## src/rtl/mipi_pkg.sv

```systemverilog
// Shared definitions for the MIPI frame capture sequencer.
// Holds the FSM state encoding and the default frame geometry.
package mipi_pkg;

  // Default geometry: 1080 lines of 960 16-bit words.
  localparam int FRAME_ROWS_DEF = 1080;
  localparam int LINE_WORDS_DEF = 960;
  localparam int CNT_W_DEF      = 16;

  // Capture FSM states, kept as plain constants so legacy code can share them.
  typedef logic [1:0] state_t;
  localparam state_t ST_IDLE    = 2'd0;
  localparam state_t ST_ARMED   = 2'd1;
  localparam state_t ST_CAPTURE = 2'd2;

  // Increment that sticks at all-ones instead of wrapping.
  function automatic logic [7:0] sat_inc8(input logic [7:0] v);
    return (v == 8'hFF) ? v : v + 8'd1;
  endfunction

endpackage

```

## src/rtl/mipi_geom_cnt.sv

```systemverilog
// Frame geometry tracking for mipi_frame_ctrl: counts rows (raw_vld rising
// edges while capturing) and words per line, and reports whether the frame
// closing at the current raw_vsync has the expected shape.
// Optional per-line length check: define LINE_LEN_CHECK_EN.
module mipi_geom_cnt import mipi_pkg::*; #(
  parameter int FRAME_ROWS = FRAME_ROWS_DEF,
  parameter int LINE_WORDS = LINE_WORDS_DEF,
  parameter int CNT_W      = CNT_W_DEF
) (
  input  logic clk,
  input  logic resetn,
  input  logic fwd,         // a word is being forwarded this cycle
  input  logic line_end,    // cycle after the last word of a run
  input  logic raw_vld,
  input  logic raw_vsync,
  output logic frame_good   // geometry verdict, meaningful on a closing vsync
);

`ifdef LINE_LEN_CHECK_EN
  localparam bit LEN_CHECK = 1'b1;
`else
  // Constant-false: the length compare below folds away.
  localparam bit LEN_CHECK = 1'b0;
`endif

  localparam logic [CNT_W-1:0] CNT_MAX = '1;

  logic [CNT_W-1:0] row_cnt;
  logic [CNT_W-1:0] word_cnt;
  logic             raw_vld_d;
  logic             line_err;
  logic             row_rise;
  logic             len_bad;

  assign row_rise = fwd & ~raw_vld_d;
  assign len_bad  = LEN_CHECK & line_end & (word_cnt != CNT_W'(LINE_WORDS));

  // A line ending on the vsync cycle itself still counts against the frame,
  // and a word arriving together with vsync spoils the closing frame.
  assign frame_good = (row_cnt == CNT_W'(FRAME_ROWS)) & ~line_err & ~len_bad & ~raw_vld;

  // Previous raw_vld, used to find the start of each run.
  always_ff @(posedge clk) begin
    // NOTE: clocked state uses non-blocking assignments so every register
    // samples pre-edge values regardless of statement order.
    if (!resetn) raw_vld_d <= 1'b0;
    else         raw_vld_d <= raw_vld;
  end

  // Row/word counters and sticky line error, all restarted at each vsync.
  always_ff @(posedge clk) begin
    if (!resetn || raw_vsync) begin
      row_cnt  <= '0;
      word_cnt <= '0;
      line_err <= 1'b0;
    end else begin
      if (row_rise && row_cnt != CNT_MAX) row_cnt <= row_cnt + CNT_W'(1);
      if (fwd) begin
        if (word_cnt != CNT_MAX) word_cnt <= word_cnt + CNT_W'(1);
      end else if (line_end) begin
        word_cnt <= '0;
      end
      if (len_bad) line_err <= 1'b1;
    end
  end

endmodule

```

## src/rtl/mipi_frame_ctrl.sv

```systemverilog
// Frame capture sequencer between the MIPI RAW unpacker and frame storage.
// Arms on cfg_start, aligns to the next raw_vsync, forwards whole frames
// with sof/eol/eof markers, grades each frame's geometry and stops after one
// frame (single mode) or at the frame boundary following cfg_stop.
// Optional per-line length check: define LINE_LEN_CHECK_EN.
module mipi_frame_ctrl import mipi_pkg::*; #(
  parameter int FRAME_ROWS = FRAME_ROWS_DEF,
  parameter int LINE_WORDS = LINE_WORDS_DEF,
  parameter int CNT_W      = CNT_W_DEF
) (
  input  logic             clk,
  input  logic             resetn,
  input  logic             cfg_start,
  input  logic             cfg_stop,
  input  logic             cfg_single,
  input  logic             raw_vld,
  input  logic [15:0]      raw_data,
  input  logic             raw_vsync,
  output logic             out_vld,
  output logic [15:0]      out_data,
  output logic             out_sof,
  output logic             out_eol,
  output logic             out_eof,
  output logic             busy,
  output logic             frame_done,
  output logic             frame_err,
  output logic [CNT_W-1:0] frame_cnt,
  output logic [7:0]       err_cnt
);

  state_t state;
  logic   single_r;
  logic   stop_pend;
  logic   sof_pend;
  logic   fwd;
  logic   close;
  logic   frame_good;

  // A word coinciding with vsync is never forwarded.
  assign fwd     = (state == ST_CAPTURE) & raw_vld & ~raw_vsync;
  assign close   = (state == ST_CAPTURE) & raw_vsync;
  assign busy    = (state != ST_IDLE);
  assign out_eol = out_vld & ~raw_vld;

  mipi_geom_cnt #(
    .FRAME_ROWS (FRAME_ROWS),
    .LINE_WORDS (LINE_WORDS),
    .CNT_W      (CNT_W)
  ) u_geom (
    .clk        (clk),
    .resetn     (resetn),
    .fwd        (fwd),
    .line_end   (out_eol),
    .raw_vld    (raw_vld),
    .raw_vsync  (raw_vsync),
    .frame_good (frame_good)
  );

  // Capture FSM: IDLE -> ARMED -> CAPTURE, leaving at a frame boundary.
  always_ff @(posedge clk) begin
    if (!resetn) begin
      state     <= ST_IDLE;
      single_r  <= 1'b0;
      stop_pend <= 1'b0;
    end else begin
      case (state)
        ST_IDLE: begin
          // Start wins over a same-cycle stop; stop alone is ignored here.
          if (cfg_start) begin
            state     <= ST_ARMED;
            single_r  <= cfg_single;
            stop_pend <= 1'b0;
          end
        end
        ST_ARMED: begin
          if (cfg_stop)       state <= ST_IDLE;
          else if (raw_vsync) state <= ST_CAPTURE;
        end
        ST_CAPTURE: begin
          if (raw_vsync) begin
            if (single_r || stop_pend || cfg_stop) begin
              state     <= ST_IDLE;
              stop_pend <= 1'b0;
            end
          end else if (cfg_stop) begin
            stop_pend <= 1'b1;
          end
        end
        default: state <= ST_IDLE;
      endcase
    end
  end

  // Registered datapath, frame markers and frame statistics.
  always_ff @(posedge clk) begin
    if (!resetn) begin
      out_vld    <= 1'b0;
      out_data   <= '0;
      out_sof    <= 1'b0;
      sof_pend   <= 1'b0;
      out_eof    <= 1'b0;
      frame_done <= 1'b0;
      frame_err  <= 1'b0;
      frame_cnt  <= '0;
      err_cnt    <= '0;
    end else begin
      out_vld    <= fwd;
      out_data   <= fwd ? raw_data : 16'h0000;
      out_sof    <= fwd & sof_pend;
      out_eof    <= close;
      frame_done <= close & frame_good;
      frame_err  <= close & ~frame_good;
      // Every vsync opens a potential frame; the first forwarded word takes sof.
      if (raw_vsync) sof_pend <= 1'b1;
      else if (fwd)  sof_pend <= 1'b0;
      if (close && frame_good)  frame_cnt <= frame_cnt + CNT_W'(1);
      if (close && !frame_good) err_cnt   <= sat_inc8(err_cnt);
    end
  end

endmodule
```

## config.mk

```make
export PLATFORM = sky130hd
export DESIGN_NAME = mipi_frame_ctrl
export DESIGN_NICKNAME = d
export VERILOG_FILES = /design/src/rtl/mipi_pkg.sv /design/src/rtl/mipi_geom_cnt.sv /design/src/rtl/mipi_frame_ctrl.sv
export SDC_FILE = /design/constraint.sdc
export NUM_CORES = 1
export LEC_CHECK = 0
export BUFFER_PORTS_ARGS = -buffer_cell sky130_fd_sc_hd__buf_2
export CORE_MARGIN = 2
export CORE_UTILIZATION = 30
export CTS_BUF_LIST = sky130_fd_sc_hd__clkbuf_8 sky130_fd_sc_hd__clkbuf_16
export CTS_CLUSTER_SIZE = 16
export DETAILED_ROUTE_END_ITERATION = 12
export HOLD_SLACK_MARGIN = 0.02
export PLACE_DENSITY = 0.53
export SYNTH_ARGS = -nofsm -noshare
export SYNTH_HDL_FRONTEND = slang
export SYNTH_SLANG_ARGS = --single-unit
```

## constraint.sdc

```tcl
create_clock -name clk -period 5.5 [get_ports clk]
set_input_delay 1.1 -clock clk [delete_from_list [all_inputs] [get_ports clk]]
set_output_delay 1.1 -clock clk [all_outputs]
set_load 0.05 [all_outputs]
```

==> out/qor.yml <==
outcome:
  status: "complete, no violations"
sta:
  finalSetupTns_ns: 0
  slew_viol_final: 0
  fmax_ghz: 0.369
  fin_skew_ns: 0.0107
  slew_headroom_pct: 46.2
  hold_viol: 0
  fin_crit_sh_pct: 49.3
  period_minus_slack_ns: 2.71
  rsz0062_at_grt: "no"
  finalSetupViolations: 0
  tightestPinTransition_ns: 0.805
worst_setup_path:
  reg2reg_depth: 5
  reg2reg_from: "u_geom.row_cnt[2]"
  r2r_end: "frame_cnt[15]"
  endpoint_kind: "output port"
  cp.arrival_ns: 1.61
  start_kind: "input port"
  critical_path_required_ns: 4.40
  critPathKind: "input port to output port"
  critPathLaunch: "raw_vld"
  critPathMaxFanout: 5
  reg2reg_slack_ns: 3.11
  critPathCapture: "out_eol"
power_and_ir_drop:
  power_leakage_uw: 0.00147
  powerDensity_mw_per_mm2: 264
  ir_drop_uv: 140
global_route:
  grt_pass1_wl_mm: 10.9
  grt_usage_pct: 13.2
  grt_pass1_vias: 2297
  gr-total-overflow: 0
  grt_max_degree: 23
  antenna_found_initial: 0
drt:
  top_layer: "met4"
  wl_per_cell_um: 12.4
  drt_iter0_drc: 76
  wl_met3_um: 479
  routed_wirelength_mm: 6.48
  wl_met2_mm: 2.67
  met1_length_mm: 3.24
  dr.pass1.iters: 6
  drc: 0
  via_per_inst: 4.82
  route.antenna.remaining_nets: 0
  via_count: 2521
yosys:
  syn-num-nets: 349
  synth_top_area_share_pct: 47.0
  synth_enable_flop_cells: 0
  syn_area_mm2: 0.00285
  yosysSeqAreaShare_pct: 47.0
  syn_inst: 322
  syn_area_per_cell_um2: 8.86
  yosysMostFrequentCell: "dfxtp_1"
  synth_area_leaders: "dfxtp_1 47%, a21oi_1 4.0%, and2_1 3.9%, nand2_1 3.8%, nand3_1 3.7%"
  synth-main-ff-cell: "dfxtp_1"
  synth_common_cells: "67 x dfxtp_1, 29 x nand2_1, 27 x nor2_1"
  synth_seq_cells: 67
  yosysTopAreaCell: "dfxtp_1"
  async_reset_ff_share_pct: 0
  yosysUniqueCellTypes: 41
  yosys_warnings: 0
floorplan:
  start_util_pct: 30.9
  row_count: 35
  core_area_mm2: 0.00924
  boundaryPins: 70
  dieArea_mm2: 0.0103
  die_w_um: 102
  die_h_um: 102
finish:
  n_fill_cell: 983
  fin_cells: 523
  drive_gt1_share_pct: 22.6
  num_antenna_cells: 0
  postLayoutCellArea_mm2: 0.00350
  area_delta_synth_final_pct: 22.8
  fin_nets: 417
cts:
  root_buffer: "clkbuf_8"
  ctsHoldBuffers: 0
  cts_inserted_buffers: 9
  cts_resized: 0
  clock_sinks: 67
  htreeDepth: 3
  cts_tree: "yes"
  clk_path_buf_depth: 2
  clock_latency_ns: 0.34
  clkTransAtPathRegs_ns: 0.07
  cts_setup_buffers: 0
placement:
  gp_congestion: 0.823
  portBuffers: 69
  dpl.cell_count: 508
  hpwlAfterDp_mm: 4.72
  dpl_cell_area_mm2: 0.00331
worst_hold_path:
  hold_path.class: "flip-flop to flip-flop"
  min-delay-start: "single_r"
job:
  drv_cap: 0
## flip-flops by register name (all words and copies together), names as in the netlist
signal	count
sof_pend	1
stop_pend	1
u_geom.raw_vld_d	1
out_data	16
frame_err	1
u_geom.row_cnt	16
out_sof	1
frame_done	1
err_cnt	8
state	2
out_vld	1
out_eof	1
single_r	1
frame_cnt	16
## through the flow
| stage | util (%) | hold slack [ns] | power (uW) | worst slack (ns) |
|---|---|---|---|---|
| 2_1_floorplan | - | 0.430 | 521 | 2.61 |
| 3_3_place_gp | 35.8 | 0.451 | 534 | 2.56 |
| 3_5_place_dp | 35.8 | 0.452 | 534 | 2.50 |
| 4_1_cts | 37.9 | 0.467 | 940 | 2.78 |
| 5_1_grt | 37.9 | 0.484 | 966 | 2.67 |
| 6_report | 37.9 | 0.462 | 926 | 2.79 |
## layout make-up
| type | count | area, um^2 | share of cell area (%) |
|---|---|---|---|
| repair buffers | 69 | 345 | 9.86 |
| clock buffers | 11 | 151 | 4.32 |
| multi-input cells | 235 | 1430 | 40.9 |
| well taps | 129 | 161 | 4.61 |
| inverters | 8 | 30.0 | 0.857 |
| clock inverters | 4 | 42.5 | 1.21 |
| flip-flops and latches | 67 | 1340 | 38.3 |
## worst min-delay path by stage
| stage | endpoint | slack [ns] | depth (start not counted) |
|---|---|---|---|
| final | single_r | 0.46 | 2 |
| after global routing | single_r | 0.48 | 2 |
| after CTS | single_r | 0.47 | 2 |
| after detailed placement | out_sof | 0.45 | 1 |
| after global placement | out_sof | 0.45 | 1 |
| after floorplan | out_sof | 0.43 | 1 |
## where the power goes
part           internal [uW]  switching (uW)
Combinational           11.5            21.0
Clock                    228             175
Sequential               488            2.76
Total                    727             199
## cells in the final DEF (no fill, tap or decap), types with 3 or more instances in the layout
| cell | netlist | layout |
|---|---|---|
| buf_2 | 0 | 69 |
| dfxtp_1 | 67 | 67 |
| nand2_1 | 29 | 29 |
| nor2_1 | 27 | 27 |
| a21oi_1 | 23 | 23 |
| nand3_1 | 21 | 21 |
| and2_1 | 18 | 18 |
| o21ai_0 | 11 | 11 |
| clkbuf_8 | 0 | 11 |
| inv_1 | 8 | 10 |
| nand4_1 | 10 | 10 |
| or3_1 | 8 | 8 |
| nand2b_1 | 7 | 7 |
| nor3_1 | 7 | 7 |
| o211ai_1 | 7 | 7 |
| xnor2_1 | 7 | 7 |
| mux2i_1 | 6 | 6 |
| or4_1 | 6 | 6 |
| xor2_1 | 6 | 6 |
| nor4_1 | 5 | 5 |
| and4_1 | 4 | 4 |
| ha_1 | 4 | 4 |
| nand3b_1 | 3 | 3 |
| o31ai_1 | 3 | 3 |
| a211oi_1 | 3 | 3 |
## worst max-delay path, cell delays in order
cell and delay, ns:
buf_2 0.14, nor2b_1 0.10, buf_2 0.26
## metal layers
metal	vias up	global-route usage [%]
li1	1293	-
met1	1146	17.9
met2	72	19.2
met3	10	5.18
met4	0	4.68
met5	-	0
## kinds of logic after synthesis
kind of cell               count (synthesis)  share of synthesized area [%]
buffers and inverters                     20                           2.81
muxes                                      6                           2.11
AOI/OAI and AO/OA                         54                           11.6
DFF                                       67                           47.0
xor gates and xnor gates                  13                           3.99
adders and majority gates                  4                           1.75
and+or+nand+nor                          158                           30.7
No activity file was read; power rests on OpenSTA's default activity.
